[src/rtl/lcd_pkg.sv]
`default_nettype none
// ============================================================================
// Module   : lcd_pkg
// Brief    : Shared states, bit positions and command codes for the
//            HD44780-style LCD write sequencer.
// Revision : 1.0  initial release
// ============================================================================
package lcd_pkg;

    // Write-sequencer states
    typedef enum logic [2:0] {
        POWERUP = 3'd0,
        IDLE    = 3'd1,
        SETUP   = 3'd2,
        ENABLE  = 3'd3,
        HOLD    = 3'd4,
        EXEC    = 3'd5
    } lcd_state_t;

    // Field positions inside the LSU LCD control word
    localparam int LCD_ON_BIT = 31;
    localparam int LCD_GO_BIT = 30;
    localparam int LCD_RS_BIT = 9;

    // Instruction codes that need the long execution wait
    localparam logic [7:0] LCD_CMD_CLEAR = 8'h01;
    localparam logic [7:0] LCD_CMD_HOME  = 8'h02;

    // Clear and home are the only slow instructions on the controller
    function automatic logic is_long_cmd(input logic rs, input logic [7:0] data);
        return !rs && ((data == LCD_CMD_CLEAR) || (data == LCD_CMD_HOME));
    endfunction

    function automatic int unsigned max2(input int unsigned a, input int unsigned b);
        return (a > b) ? a : b;
    endfunction

endpackage : lcd_pkg
`default_nettype wire

[src/rtl/lcd_driver.sv]
`default_nettype none
// ============================================================================
// Module   : lcd_driver
// Brief    : Converts toggle-triggered LSU LCD commands into timed HD44780
//            write cycles (setup, E pulse, hold, execution wait), with a
//            power-on wait, a one-deep command buffer and sticky overrun.
// Revision : 1.0  initial release
// ============================================================================
module lcd_driver #(
    parameter int unsigned T_POWERON_CYC = 750000,
    parameter int unsigned T_SETUP_CYC   = 2,
    parameter int unsigned T_EN_CYC      = 12,
    parameter int unsigned T_HOLD_CYC    = 2,
    parameter int unsigned T_EXEC_CYC    = 1850,
    parameter int unsigned T_CLEAR_CYC   = 76000
) (
    input  logic        i_clk,
    input  logic        i_reset,
    input  logic [31:0] i_lcd_cmd,
    output logic        o_lcd_on,
    output logic        o_lcd_en,
    output logic        o_lcd_rs,
    output logic        o_lcd_rw,
    output logic [7:0]  o_lcd_data,
    output logic        o_busy,
    output logic        o_overrun
);
    import lcd_pkg::*;

    // One down-counter covers every phase, so size it for the longest one
    localparam int unsigned C_MAX_CYC = max2(max2(max2(T_POWERON_CYC, T_SETUP_CYC),
                                                  max2(T_EN_CYC, T_HOLD_CYC)),
                                             max2(T_EXEC_CYC, T_CLEAR_CYC));
    localparam int unsigned C_CNT_W   = $clog2(C_MAX_CYC) + 1;

    localparam logic [C_CNT_W-1:0] C_LD_POWERON = C_CNT_W'(T_POWERON_CYC - 1);
    localparam logic [C_CNT_W-1:0] C_LD_SETUP   = C_CNT_W'(T_SETUP_CYC - 1);
    localparam logic [C_CNT_W-1:0] C_LD_EN      = C_CNT_W'(T_EN_CYC - 1);
    localparam logic [C_CNT_W-1:0] C_LD_HOLD    = C_CNT_W'(T_HOLD_CYC - 1);
    localparam logic [C_CNT_W-1:0] C_LD_EXEC    = C_CNT_W'(T_EXEC_CYC - 1);
    localparam logic [C_CNT_W-1:0] C_LD_CLEAR   = C_CNT_W'(T_CLEAR_CYC - 1);

    lcd_state_t         r_state;
    lcd_state_t         w_state_nxt;
    logic [C_CNT_W-1:0] r_cnt;
    logic [C_CNT_W-1:0] w_cnt_nxt;

    logic               r_t_q;
    logic               r_pending;
    logic               r_pend_rs;
    logic [7:0]         r_pend_data;
    logic               r_cmd_rs;
    logic [7:0]         r_cmd_data;
    logic               r_lcd_en;
    logic               r_lcd_on;
    logic               r_overrun;

    logic               w_go_evt;
    logic               w_cnt_zero;
    logic               w_load_direct;
    logic               w_load_pend;
    logic               w_buffer;
    logic               w_drop;
    logic               w_unused;

    // Only ON, GO, RS and the data byte carry meaning
    assign w_unused = ^{i_lcd_cmd[29:10], i_lcd_cmd[8]};

    assign w_go_evt   = i_lcd_cmd[LCD_GO_BIT] ^ r_t_q;
    assign w_cnt_zero = (r_cnt == '0);

    // A fresh command goes straight to cmd_q only when nothing is waiting
    assign w_load_direct = w_go_evt && (r_state == IDLE) && !r_pending;
    // The buffered command is promoted when a phase that can start a write ends
    assign w_load_pend   = r_pending && ((r_state == IDLE) ||
                           (((r_state == POWERUP) || (r_state == EXEC)) && w_cnt_zero));
    // Decisions use the pending flag as it stands this cycle
    assign w_buffer      = w_go_evt && !r_pending && !w_load_direct;
    assign w_drop        = w_go_evt && r_pending;

    // State and phase counter register
    always_ff @(posedge i_clk or negedge i_reset) begin
        if (!i_reset) begin
            r_state <= POWERUP;
            r_cnt   <= C_LD_POWERON;
        end else begin
            r_state <= w_state_nxt;
            r_cnt   <= w_cnt_nxt;
        end
    end

    // Next-state and counter reload: each state lasts load+1 cycles
    always_comb begin
        w_state_nxt = r_state;
        w_cnt_nxt   = w_cnt_zero ? '0 : (r_cnt - 1'b1);
        case (r_state)
            POWERUP: begin
                if (w_cnt_zero) begin
                    if (r_pending) begin
                        w_state_nxt = SETUP;
                        w_cnt_nxt   = C_LD_SETUP;
                    end else begin
                        w_state_nxt = IDLE;
                    end
                end
            end
            IDLE: begin
                w_cnt_nxt = '0;
                if (w_load_direct || r_pending) begin
                    w_state_nxt = SETUP;
                    w_cnt_nxt   = C_LD_SETUP;
                end
            end
            SETUP: begin
                if (w_cnt_zero) begin
                    w_state_nxt = ENABLE;
                    w_cnt_nxt   = C_LD_EN;
                end
            end
            ENABLE: begin
                if (w_cnt_zero) begin
                    w_state_nxt = HOLD;
                    w_cnt_nxt   = C_LD_HOLD;
                end
            end
            HOLD: begin
                if (w_cnt_zero) begin
                    w_state_nxt = EXEC;
                    w_cnt_nxt   = is_long_cmd(r_cmd_rs, r_cmd_data) ? C_LD_CLEAR : C_LD_EXEC;
                end
            end
            EXEC: begin
                if (w_cnt_zero) begin
                    if (r_pending) begin
                        w_state_nxt = SETUP;
                        w_cnt_nxt   = C_LD_SETUP;
                    end else begin
                        w_state_nxt = IDLE;
                    end
                end
            end
            default: begin
                w_state_nxt = IDLE;
                w_cnt_nxt   = '0;
            end
        endcase
    end

    // Toggle reference and registered power/backlight bit
    always_ff @(posedge i_clk or negedge i_reset) begin
        if (!i_reset) begin
            r_t_q    <= 1'b0;
            r_lcd_on <= 1'b0;
        end else begin
            r_t_q    <= i_lcd_cmd[LCD_GO_BIT];
            r_lcd_on <= i_lcd_cmd[LCD_ON_BIT];
        end
    end

    // One-deep buffer and sticky overrun flag
    always_ff @(posedge i_clk or negedge i_reset) begin
        if (!i_reset) begin
            r_pending   <= 1'b0;
            r_pend_rs   <= 1'b0;
            r_pend_data <= 8'h00;
            r_overrun   <= 1'b0;
        end else begin
            if (w_buffer) begin
                r_pending   <= 1'b1;
                r_pend_rs   <= i_lcd_cmd[LCD_RS_BIT];
                r_pend_data <= i_lcd_cmd[7:0];
            end else if (w_load_pend) begin
                r_pending   <= 1'b0;
            end
            if (w_drop) begin
                r_overrun   <= 1'b1;
            end
        end
    end

    // Active command word; drives RS/data from SETUP entry onward
    always_ff @(posedge i_clk or negedge i_reset) begin
        if (!i_reset) begin
            r_cmd_rs   <= 1'b0;
            r_cmd_data <= 8'h00;
        end else if (w_load_direct) begin
            r_cmd_rs   <= i_lcd_cmd[LCD_RS_BIT];
            r_cmd_data <= i_lcd_cmd[7:0];
        end else if (w_load_pend) begin
            r_cmd_rs   <= r_pend_rs;
            r_cmd_data <= r_pend_data;
        end
    end

    // Registered E strobe, high exactly while in ENABLE
    always_ff @(posedge i_clk or negedge i_reset) begin
        if (!i_reset) begin
            r_lcd_en <= 1'b0;
        end else begin
            r_lcd_en <= (w_state_nxt == ENABLE);
        end
    end

    assign o_lcd_on   = r_lcd_on;
    assign o_lcd_en   = r_lcd_en;
    assign o_lcd_rs   = r_cmd_rs;
    assign o_lcd_rw   = 1'b0;
    assign o_lcd_data = r_cmd_data;
    assign o_busy     = (r_state != IDLE);
    assign o_overrun  = r_overrun;

endmodule : lcd_driver
`default_nettype wire

[config.mk]
export PLATFORM = sky130hd
export DESIGN_NAME = lcd_driver
export DESIGN_NICKNAME = d
export VERILOG_FILES = /design/src/rtl/lcd_pkg.sv /design/src/rtl/lcd_driver.sv
export SDC_FILE = /design/constraint.sdc
export NUM_CORES = 1
export LEC_CHECK = 0
export CORE_MARGIN = 2
export CORE_UTILIZATION = 45
export DETAILED_ROUTE_END_ITERATION = 10
export GPL_ROUTABILITY_DRIVEN = 0
export PLACE_DENSITY = 0.71
export SLEW_MARGIN = 10
export SYNTH_ARGS = -nofsm -noshare
export SYNTH_HDL_FRONTEND = slang
export SYNTH_SLANG_ARGS = --single-unit
[constraint.sdc]
create_clock -name i_clk -period 3.2 [get_ports i_clk]
set_input_delay 0.64 -clock i_clk [delete_from_list [all_inputs] [get_ports i_clk]]
set_output_delay 0.64 -clock i_clk [all_outputs]
set_load 0.05 [all_outputs]
==> flow_summary.toml, run 1 <==
[status]
status = "complete, no violations"

[clock_network]
htree_levels = 2
path_clk_slew_ns = 0.09
hold_buffers = 0
clockBufferDepth = 2
insertion_delay_ns = 0.30
clock-sinks = 47
cts_buffers = 5
postCtsResizedCells = 0
cts_setup_buffers = 0
cts_root_buf = "clkbuf_8"
cts_tree = "yes"

[synthesis]
syn_inst = 229
syn_area_um2 = 2520
syn_nets = 265
ys.flop_type = "dfrtp_1"
synth_area_leader_cell = "dfrtp_1"
ys_warn_count = 0
yosys.cell_count.top_type = "dfrtp_1"
synth_edf_count = 0
synth.distinct_cells = 51
synthTopCellsByCount = "34 x dfrtp_1, 21 x nor2_1, 18 x mux2_2"
seq_area_frac_synth_pct = 47.3
synth-seq-cells = 47
yosys.area.top_type_share_pct = 33.7
async_reset_ff_share_pct = 100
synthTopCellsByArea = "dfrtp_1 34%, dfstp_2 14%, mux2_2 8.0%"
syn_area_per_cell_um2 = 11.0

[timing]
fin_skew_ns = 0.00723
maxSlewViolCount = 0
maxSlewHeadroom_pct = 31.0
finalHoldViolations = 0
finalHoldWorstSlack_ns = 0.463
tightestPinTransition_ns = 1.04
fin_tns_setup_ns = 0
fin_crit_ns = 2.88
clock.fmax_mhz = 347
setup_viol = 0
min_period_over_period_pct = 90.1
rsz0062_at_grt = "false"

[setup_path]
slowest_delay_ns = 0.81
arrival_ns = 2.24
worstPathMaxFanout = 15
crit_path_top_delay_cell = "clkdlybuf4s50_1"
worstPathCellList = "nor2b_1 > and2_1 > inv_1 > clkdlybuf4s50_1"
critPathRequiredTime_ns = 2.56
setup.worst_path.class = "reg2out"
crit_path_end_kind = "output pin"
critPathLaunchType = "flop"

[die]
die_area_um2 = 6220
core_um2 = 5470
io_pins = 48
die_y_um = 78.9
fp-row-count = 27
fp.dieW_um = 78.9
start_util_pct = 46.1

[global_route]
grt_usage_pct = 17.9
grt_overflow = 0
grt_pass1_vias = 1809
antenna_found_initial = 0
grt_pass1_wl_mm = 8.74
grt_max_degree = 48

[pwr]
vdd_ir_drop_max_uv = 254
leakage_nw = 1.18
powerDensity_nw_per_um2 = 417

[routing]
drt_iter0_drc = 161
wire_per_inst_um = 15.3
postRouteAntennaNets = 0
dr_total_vias = 1779
drtPass1Iterations = 4
route.detailed.drc = 0
routed_wl_mm = 5.00
via_per_inst = 5.42

[min_path]
hold_class = "reg2reg"

[job]
cap_viol_max_count = 0

[final_layout]
n_antenna_cell = 0
area_delta_synth_final_pct = 15.2
nNetsFinal = 291
final_area_um2 = 2900
final_layout_size_suffix_gt1_share_pct = 23.4
layout.cells.non_filler = 328
fin_util_pct = 53.1

[place]
place_inst = 320
postPlaceCellArea_um2 = 2820
dp.final_hpwl_mm = 3.50
portBuffers = 25
-- area by class of cell --
type / instances / area, µm²
clock buffers: 6 / 72.6
well taps: 72 / 90.1
inverters: 6 / 22.5
flip-flops and latches: 47 / 1190
clock inverters: 2 / 12.5
multi-input cells: 166 / 1240
repair buffers: 29 / 275
fillers: 500 / 2570
-- cells in the final DEF, fill, tap and decap left out, drive strengths merged, types with 2 or more instances in the layout --
| master | Yosys | final |
|---|---|---|
| o21ai | 11 | 11 |
| clkdlybuf4s50 | 0 | 24 |
| clkbuf | 6 | 6 |
| nor3 | 11 | 11 |
| inv | 6 | 6 |
| o31ai | 2 | 2 |
| dfrtp | 34 | 34 |
| a21oi | 13 | 13 |
| a311oi | 2 | 2 |
| mux2i | 2 | 2 |
| nor3b | 2 | 2 |
| xor2 | 7 | 7 |
| nor4 | 7 | 7 |
| or4 | 4 | 4 |
| or3 | 2 | 2 |
| nand4 | 3 | 3 |
| xnor2 | 14 | 14 |
| buf | 4 | 5 |
| o211ai | 2 | 2 |
| nor2 | 22 | 22 |
| a31oi | 3 | 3 |
| nand3 | 5 | 5 |
| dfstp | 13 | 13 |
| mux2 | 27 | 27 |
| ha | 2 | 2 |
| nand2 | 8 | 8 |
| nor2b | 2 | 2 |
-- worst paths after layout --
kind / to / slack, ns / depth (start not counted) / from
setup / recovery: o_busy / 0.32 / 4 / r_state[1]
hold reg to reg: o_overrun / 0.46 / 1 / o_overrun
hold / removal: o_overrun / 0.46 / 1 / o_overrun
setup reg to reg: o_lcd_data[7] / 0.68 / 7 / r_cnt[0]
min in group asynchronous: o_lcd_en / 0.50 / 1 / i_reset
max in group asynchronous: r_pend_data[4] / 2.04 / 1 / i_reset
-- sequential cells by signal, summed over array words and instances (netlist names) --
| name | cells |
|---|---|
| r_pending | 1 |
| o_overrun | 1 |
| o_lcd_en | 1 |
| r_pend_data | 8 |
| o_lcd_on | 1 |
| r_state | 3 |
| r_t_q | 1 |
| o_lcd_rs | 1 |
| o_lcd_data | 8 |
| r_pend_rs | 1 |
| r_cnt | 21 |
-- per-layer routing --
layer,GRT usage [%],up-vias,wire length [µm]
met3,3.75,4,235
met4,4.83,0,46
met2,29.7,46,2390
met1,24.0,855,2340
li1,-,874,-
met5,0,-,0
-- stage by stage --
stage | power [W] | setup WS [ns]
global placement | 0.000857 | 0.648
finish | 0.00121 | 0.315
CTS | 0.00122 | 0.338
detailed placement | 0.000869 | 0.609
floorplan | 0.000816 | 0.908
global route | 0.00126 | 0.200
-- where the power goes --
part,leakage [nW],internal (W),switching [W]
sequential,0.556,0.000655,0.0000309
combinational,0.580,0.000108,0.0000605
clock,0.0412,0.000153,0.000204
total,1.18,0.000916,0.000295
-- worst max-delay path: cells and delay by family (launching register included) --
family / cells / cell delay, ns
DFF: 1 / 0.62
and+or+nand+nor: 2 / 0.43
buffers and inverters: 2 / 0.90
-- kinds of logic (layout without fill, tap and decap cells) --
group	after synthesis	count (layout)	synth area share, %
AOI/OAI and AO/OA	39	39	9.43
xor gates and xnor gates	21	21	7.30
adders and majority gates	3	3	1.39
buffers and inverters	16	43	3.57
DFF	47	47	47.3
muxes	29	29	14.2
other	1	1	0.149
and+or+nand+nor	73	73	16.7
No activity file was read; power rests on OpenSTA's default activity.
==> run 2: changes to the inputs <==
--- a/config.mk
+++ b/config.mk
@@ -5,11 +5,12 @@
 export SDC_FILE = /design/constraint.sdc
 export NUM_CORES = 1
 export LEC_CHECK = 0
+export ABC_AREA = 1
 export CORE_MARGIN = 2
 export CORE_UTILIZATION = 45
 export DETAILED_ROUTE_END_ITERATION = 10
 export GPL_ROUTABILITY_DRIVEN = 0
-export PLACE_DENSITY = 0.71
+export PLACE_DENSITY = 0.7
 export SLEW_MARGIN = 10
 export SYNTH_ARGS = -nofsm -noshare
 export SYNTH_HDL_FRONTEND = slang
==> run 2 against run 1 <==
- worst setup slack improved by 0.30 ns
- design area rose by 2.0%
- critical path type unchanged
- area after synthesis rose by 1.8%
- combinational power fell by 78%
- largest power group unchanged
==> flow_summary.toml, run 2 <==
[timing]
rsz0062_at_grt = "false"
fin_skew_ns = 0.0152
maxSlewViolCount = 0
finalHoldViolations = 0
fin_crit_ns = 2.58
fin_tns_setup_ns = 0
clock.fmax_mhz = 387
maxSlewHeadroom_pct = 30.5
setup_viol = 0
tightestPinTransition_ns = 1.04
min_period_over_period_pct = 80.7

[place]
portBuffers = 25
dp.final_hpwl_mm = 3.81

[setup_path]
crit_path_end_kind = "output pin"
setup.worst_path.class = "reg2out"
crit_path_frequent_cell = "inv_1"
critPathRequiredTime_ns = 2.56
arrival_ns = 1.94
critPathLaunchType = "flop"
worstPathCellList = "inv_1 > nand2_1 > nor2_2 > inv_1 > clkdlybuf4s50_1"
crit_path_top_delay_cell = "clkdlybuf4s50_1"
critPathBufInv = 3
slowest_delay_ns = 0.72
worstPathMaxFanout = 4
critical-path-top-delay-family = "buffers and inverters"

[routing]
wire_per_inst_um = 12.2
drt_iter0_drc = 116
dr_total_vias = 2077
drtPass1Iterations = 4
postRouteAntennaNets = 0
routed_wl_mm = 5.25
via_per_inst = 4.82
route.detailed.drc = 0

[job]
cap_viol_max_count = 0

[synthesis]
syn_area_um2 = 2570
ys_warn_count = 0
syn_nets = 366
yosys.area.top_type_share_pct = 33.2
synth-seq-cells = 47
syn_area_per_cell_um2 = 7.78
async_reset_ff_share_pct = 100
synthTopCellsByArea = "dfrtp_1 33%, dfstp_2 13%, nand2_1 12%"
synth.distinct_cells = 34
seq_area_frac_synth_pct = 46.5
synth_edf_count = 0
ys.flop_type = "dfrtp_1"
synth_area_leader_cell = "dfrtp_1"
synthTopCellsByCount = "85 x nand2_1, 44 x nor2_1, 41 x inv_1"
yosys.cell_count.top_type = "nand2_1"
syn_inst = 330

[clock_network]
clockBufferDepth = 2
cts_setup_buffers = 0
clock-sinks = 47
hold_buffers = 0
postCtsResizedCells = 0
htree_levels = 2
cts_buffers = 5
cts_tree = "yes"
path_clk_slew_ns = 0.10
insertion_delay_ns = 0.32
cts_root_buf = "clkbuf_8"

[final_layout]
largest_reg_flops = 21
fin_util_pct = 53.8
nNetsFinal = 394
final_common_cell = "nand2_1"
area_delta_synth_final_pct = 15.4
top_register = "r_cnt"
n_antenna_cell = 0
fill_cells = 518
final_layout_size_suffix_gt1_share_pct = 11.1
layout_common_cells = "85 x nand2_1, 44 x nor2_1, 41 x inv_1"

[pwr]
leakage_nw = 1.40
powerDensity_nw_per_um2 = 341
vdd_ir_drop_max_uv = 220

[global_route]
grt_max_degree = 48
grt_usage_pct = 18.9
grt_pass1_vias = 2047
grt_pass1_wl_mm = 9.20
grt_overflow = 0
antenna_found_initial = 0

[die]
core_um2 = 5510
fp.dieW_um = 79.5
io_pins = 48
die_area_um2 = 6320
start_util_pct = 46.6
die_y_um = 79.5
fp-row-count = 27

[min_path]
hold_class = "reg2reg"

[status]
status = "complete, no violations"
==> run 2: power breakdown <==
group	internal [W]	leakage [nW]	switching, W
combinational	0.0000149	0.782	0.0000222
clock	0.000157	0.0418	0.000220
sequential	0.000596	0.575	0.000000730
==> run 2: final timing paths <==
kind,startpoint,end,slack (ns),cells past startpoint
min in group asynchronous,i_reset,o_lcd_on,0.50,1
hold / removal,o_overrun,o_overrun,0.48,1
hold reg to reg,o_overrun,o_overrun,0.48,1
setup reg to reg,r_cnt[0],o_lcd_data[0],1.34,8
max in group asynchronous,i_reset,r_cnt[10],2.05,1
setup / recovery,r_state[1],o_busy,0.62,5
==> run 2: cell families after synthesis <==
kind of cell / count (synthesis) / share of synthesized area, %
buffers and inverters: 48 / 7.56
xor gates and xnor gates: 14 / 5.07
DFF: 47 / 46.5
AOI/OAI and AO/OA: 46 / 10.2
and+or+nand+nor: 172 / 29.5
adders and majority gates: 2 / 0.975
other: 1 / 0.146
==> run 2: area by class of cell <==
type	instances	area, µm²	area share [%]
well taps	72	90.1	3.04
multi-input cells	235	1180	39.8
inverters	44	165	5.58
clock buffers	6	72.6	2.45
repair buffers	25	245	8.28
flip-flops and latches	47	1190	40.3
clock inverters	2	16.3	0.549
==> run 2: routing by layer <==
metal  share of wire (%)  up-vias  wire length [µm]  global-route usage, %
met2                  47       32              2470                   30.9
li1                    -     1090                 -                      -
met5                   0        -                 0                      0
met3                 3.0       10               157                   3.62
met1                  48      945              2500                   24.3
met4                 2.2        0               114                   8.62
==> run 2: through the flow <==
stage / cell area, µm² / power (W) / setup WS (ns) / hold slack, ns / std cells
2_1_floorplan: 2570 / 0.000618 / 1.59 / 0.344 / 330
3_3_place_gp: 2870 / 0.000646 / 0.929 / 0.452 / 423
3_5_place_dp: 2870 / 0.000646 / 0.896 / 0.448 / 423
4_1_cts: 2960 / 0.00102 / 0.618 / 0.481 / 431
5_1_grt: 2960 / 0.00106 / 0.531 / 0.502 / 431
6_report: 2960 / 0.00101 / 0.618 / 0.478 / 431
==> run 3: changes to the inputs <==
==> constraint.sdc (replaced) <==
create_clock -name i_clk -period 2.68 [get_ports i_clk]
set_input_delay 0.536 -clock i_clk [delete_from_list [all_inputs] [get_ports i_clk]]
set_output_delay 0.536 -clock i_clk [all_outputs]
set_load 0.05 [all_outputs]
==> run 3 against run 2 <==
- die area unchanged
- register-to-register slack lost 0.51 ns
- core utilization rose by 0.27 points
- sequential share of layout area fell by 0.20 points
- clock-buffer cell count unchanged
- clock power is 16% higher
- non-clock buffer count up 2
- design area rose by 0.51%
- sequential power increased by 19%
- hold slack worse by 0.096 ns
==> flow_summary.toml, run 3 (synthesis results as in run 2) <==
[status]
status = "complete, no violations"

[clock_network]
cts_root_buf = "clkbuf_8"
cts_buffers = 5
clock-sinks = 47
clockBufferDepth = 2
postCtsResizedCells = 0
cts_setup_buffers = 0
htree_levels = 2
path_clk_slew_ns = 0.09
cts_tree = "yes"
insertion_delay_ns = 0.30
hold_buffers = 0

[setup_path]
worstPathMaxFanout = 4
critPathLaunchType = "flop"
slowest_delay_ns = 0.71
crit_path_end_kind = "output pin"
crit_path_frequent_cell = "inv_1"
critPathRequiredTime_ns = 2.14
arrival_ns = 1.91
worstPathCellList = "inv_1 > nand2_1 > nor2_2 > inv_1 > clkdlybuf4s50_1"
crit_path_top_delay_cell = "clkdlybuf4s50_1"
setup.worst_path.class = "reg2out"

[final_layout]
multi_input_area_um2 = 1180
nNetsFinal = 396
fill_cells = 521
area_delta_synth_final_pct = 16.0
layout.cells.non_filler = 433
top_register = "r_cnt"
n_antenna_cell = 0
largest_reg_flops = 21
final_layout_size_suffix_gt1_share_pct = 11.6
seqCellArea_um2 = 1190
final_common_cell = "nand2_1"
layout_common_cells = "85 x nand2_1, 44 x nor2_1, 41 x inv_1"

[timing]
maxSlewViolCount = 0
finalHoldViolations = 0
maxSlewHeadroom_pct = 35.7
fin_crit_ns = 2.45
tightestPinTransition_ns = 0.965
clock.fmax_mhz = 408
min_period_over_period_pct = 91.4
worst_slack_ns = 0.230
fin_skew_ns = 0.00926
fin_tns_setup_ns = 0
rsz0062_at_grt = "false"
finalHoldWorstSlack_ns = 0.383
setup_viol = 0

[place]
dp.final_hpwl_mm = 3.75
place_inst = 425
portBuffers = 25
dp_slack_ns = 0.489

[pwr]
p_int_w = 0.000919
vdd_ir_drop_max_uv = 266
leakage_nw = 1.41
power_frac_seq_pct = 59.5
powerDensity_nw_per_um2 = 402
comb_power_share_pct = 3.9
p_sw_w = 0.000278
switching_share_pct = 23.2
clkPwrFrac_pct = 36.6

[routing]
route.detailed.drc = 0
postRouteAntennaNets = 0
via_per_inst = 4.78
wire_per_inst_um = 11.8
drt_iter0_drc = 90
routed_wl_mm = 5.09
drtPass1Iterations = 5
dr_total_vias = 2069

[global_route]
grt_overflow = 0
grt_pass1_vias = 1992
antenna_found_initial = 0
grt_pass1_wl_mm = 9.03
grt_usage_pct = 18.0
grt_max_degree = 44

[die]
io_pins = 48
start_util_pct = 46.6
die_area_um2 = 6320
fp.dieW_um = 79.5
core_um2 = 5510
fp-row-count = 27
die_y_um = 79.5

[job]
cap_viol_max_count = 0

[min_path]
hold_class = "in2async"
## run 3: cell count changes in the layout (fill, tap and decap cells not counted)
cell and change:
buf_4 +2
## run 3: area by class of cell
type / count / share of cell area, %
Timing Repair Buffer: 27 / 8.74
Clock inverter: 2 / 0.546
Inverter: 44 / 5.55
Multi-Input combinational cell: 235 / 39.6
Clock buffer: 6 / 2.44
Tap cell: 72 / 3.03
Sequential cell: 47 / 40.1
## run 3: final timing paths
kind                       startpoint       endpoint  slack [ns]  cells after the start
min in group i_clk          o_overrun      o_overrun        0.50                      1
max in group asynchronous     i_reset      r_cnt[12]        1.59                      2
max reg2reg                  r_cnt[0]  o_lcd_data[1]        0.83                      8
min                           i_reset      r_cnt[20]        0.38                      1
max                        r_state[1]         o_busy        0.23                      5
min reg2reg                 o_overrun      o_overrun        0.50                      1
## run 3: routing by layer
| layer | part of all wire [%] | wire, µm | vias to the layer above | track usage (%) |
|---|---|---|---|---|
| met5 | 0 | 0 | - | 0 |
| met4 | 0.83 | 42 | 0 | 4.14 |
| met3 | 3.0 | 155 | 5 | 3.05 |
| met2 | 48 | 2470 | 33 | 30.7 |
| met1 | 48 | 2430 | 932 | 24.0 |
| li1 | - | - | 1099 | - |
## run 3: metrics by stage
stage          total power (W)  utilization (%)  instance area, µm²
2_1_floorplan         0.000738                -                2570
3_3_place_gp          0.000773             52.4                2890
3_5_place_dp          0.000773             52.4                2890
4_1_cts                0.00121             54.1                2980
5_1_grt                0.00125             54.1                2980
6_report               0.00120             54.1                2980
## run 3: power by group through the flow
| stage | clock, W | sequential (W) | combinational [W] |
|---|---|---|---|
| global placement | 0 | 0.000725 | 0.0000479 |
| detailed placement | 0 | 0.000725 | 0.0000482 |
| global route | 0.000482 | 0.000712 | 0.0000530 |
| finish | 0.000438 | 0.000712 | 0.0000466 |
| floorplan | 0 | 0.000728 | 0.0000103 |
| CTS | 0.000454 | 0.000712 | 0.0000483 |
## run 3: worst max-delay path, delay by kind of cell, from the launching register on
| kind | cells | cell delay [ns] |
|---|---|---|
| flip-flops | 1 | 0.40 |
| buffers and inverters | 3 | 0.90 |
| AND/OR/NAND/NOR | 2 | 0.30 |
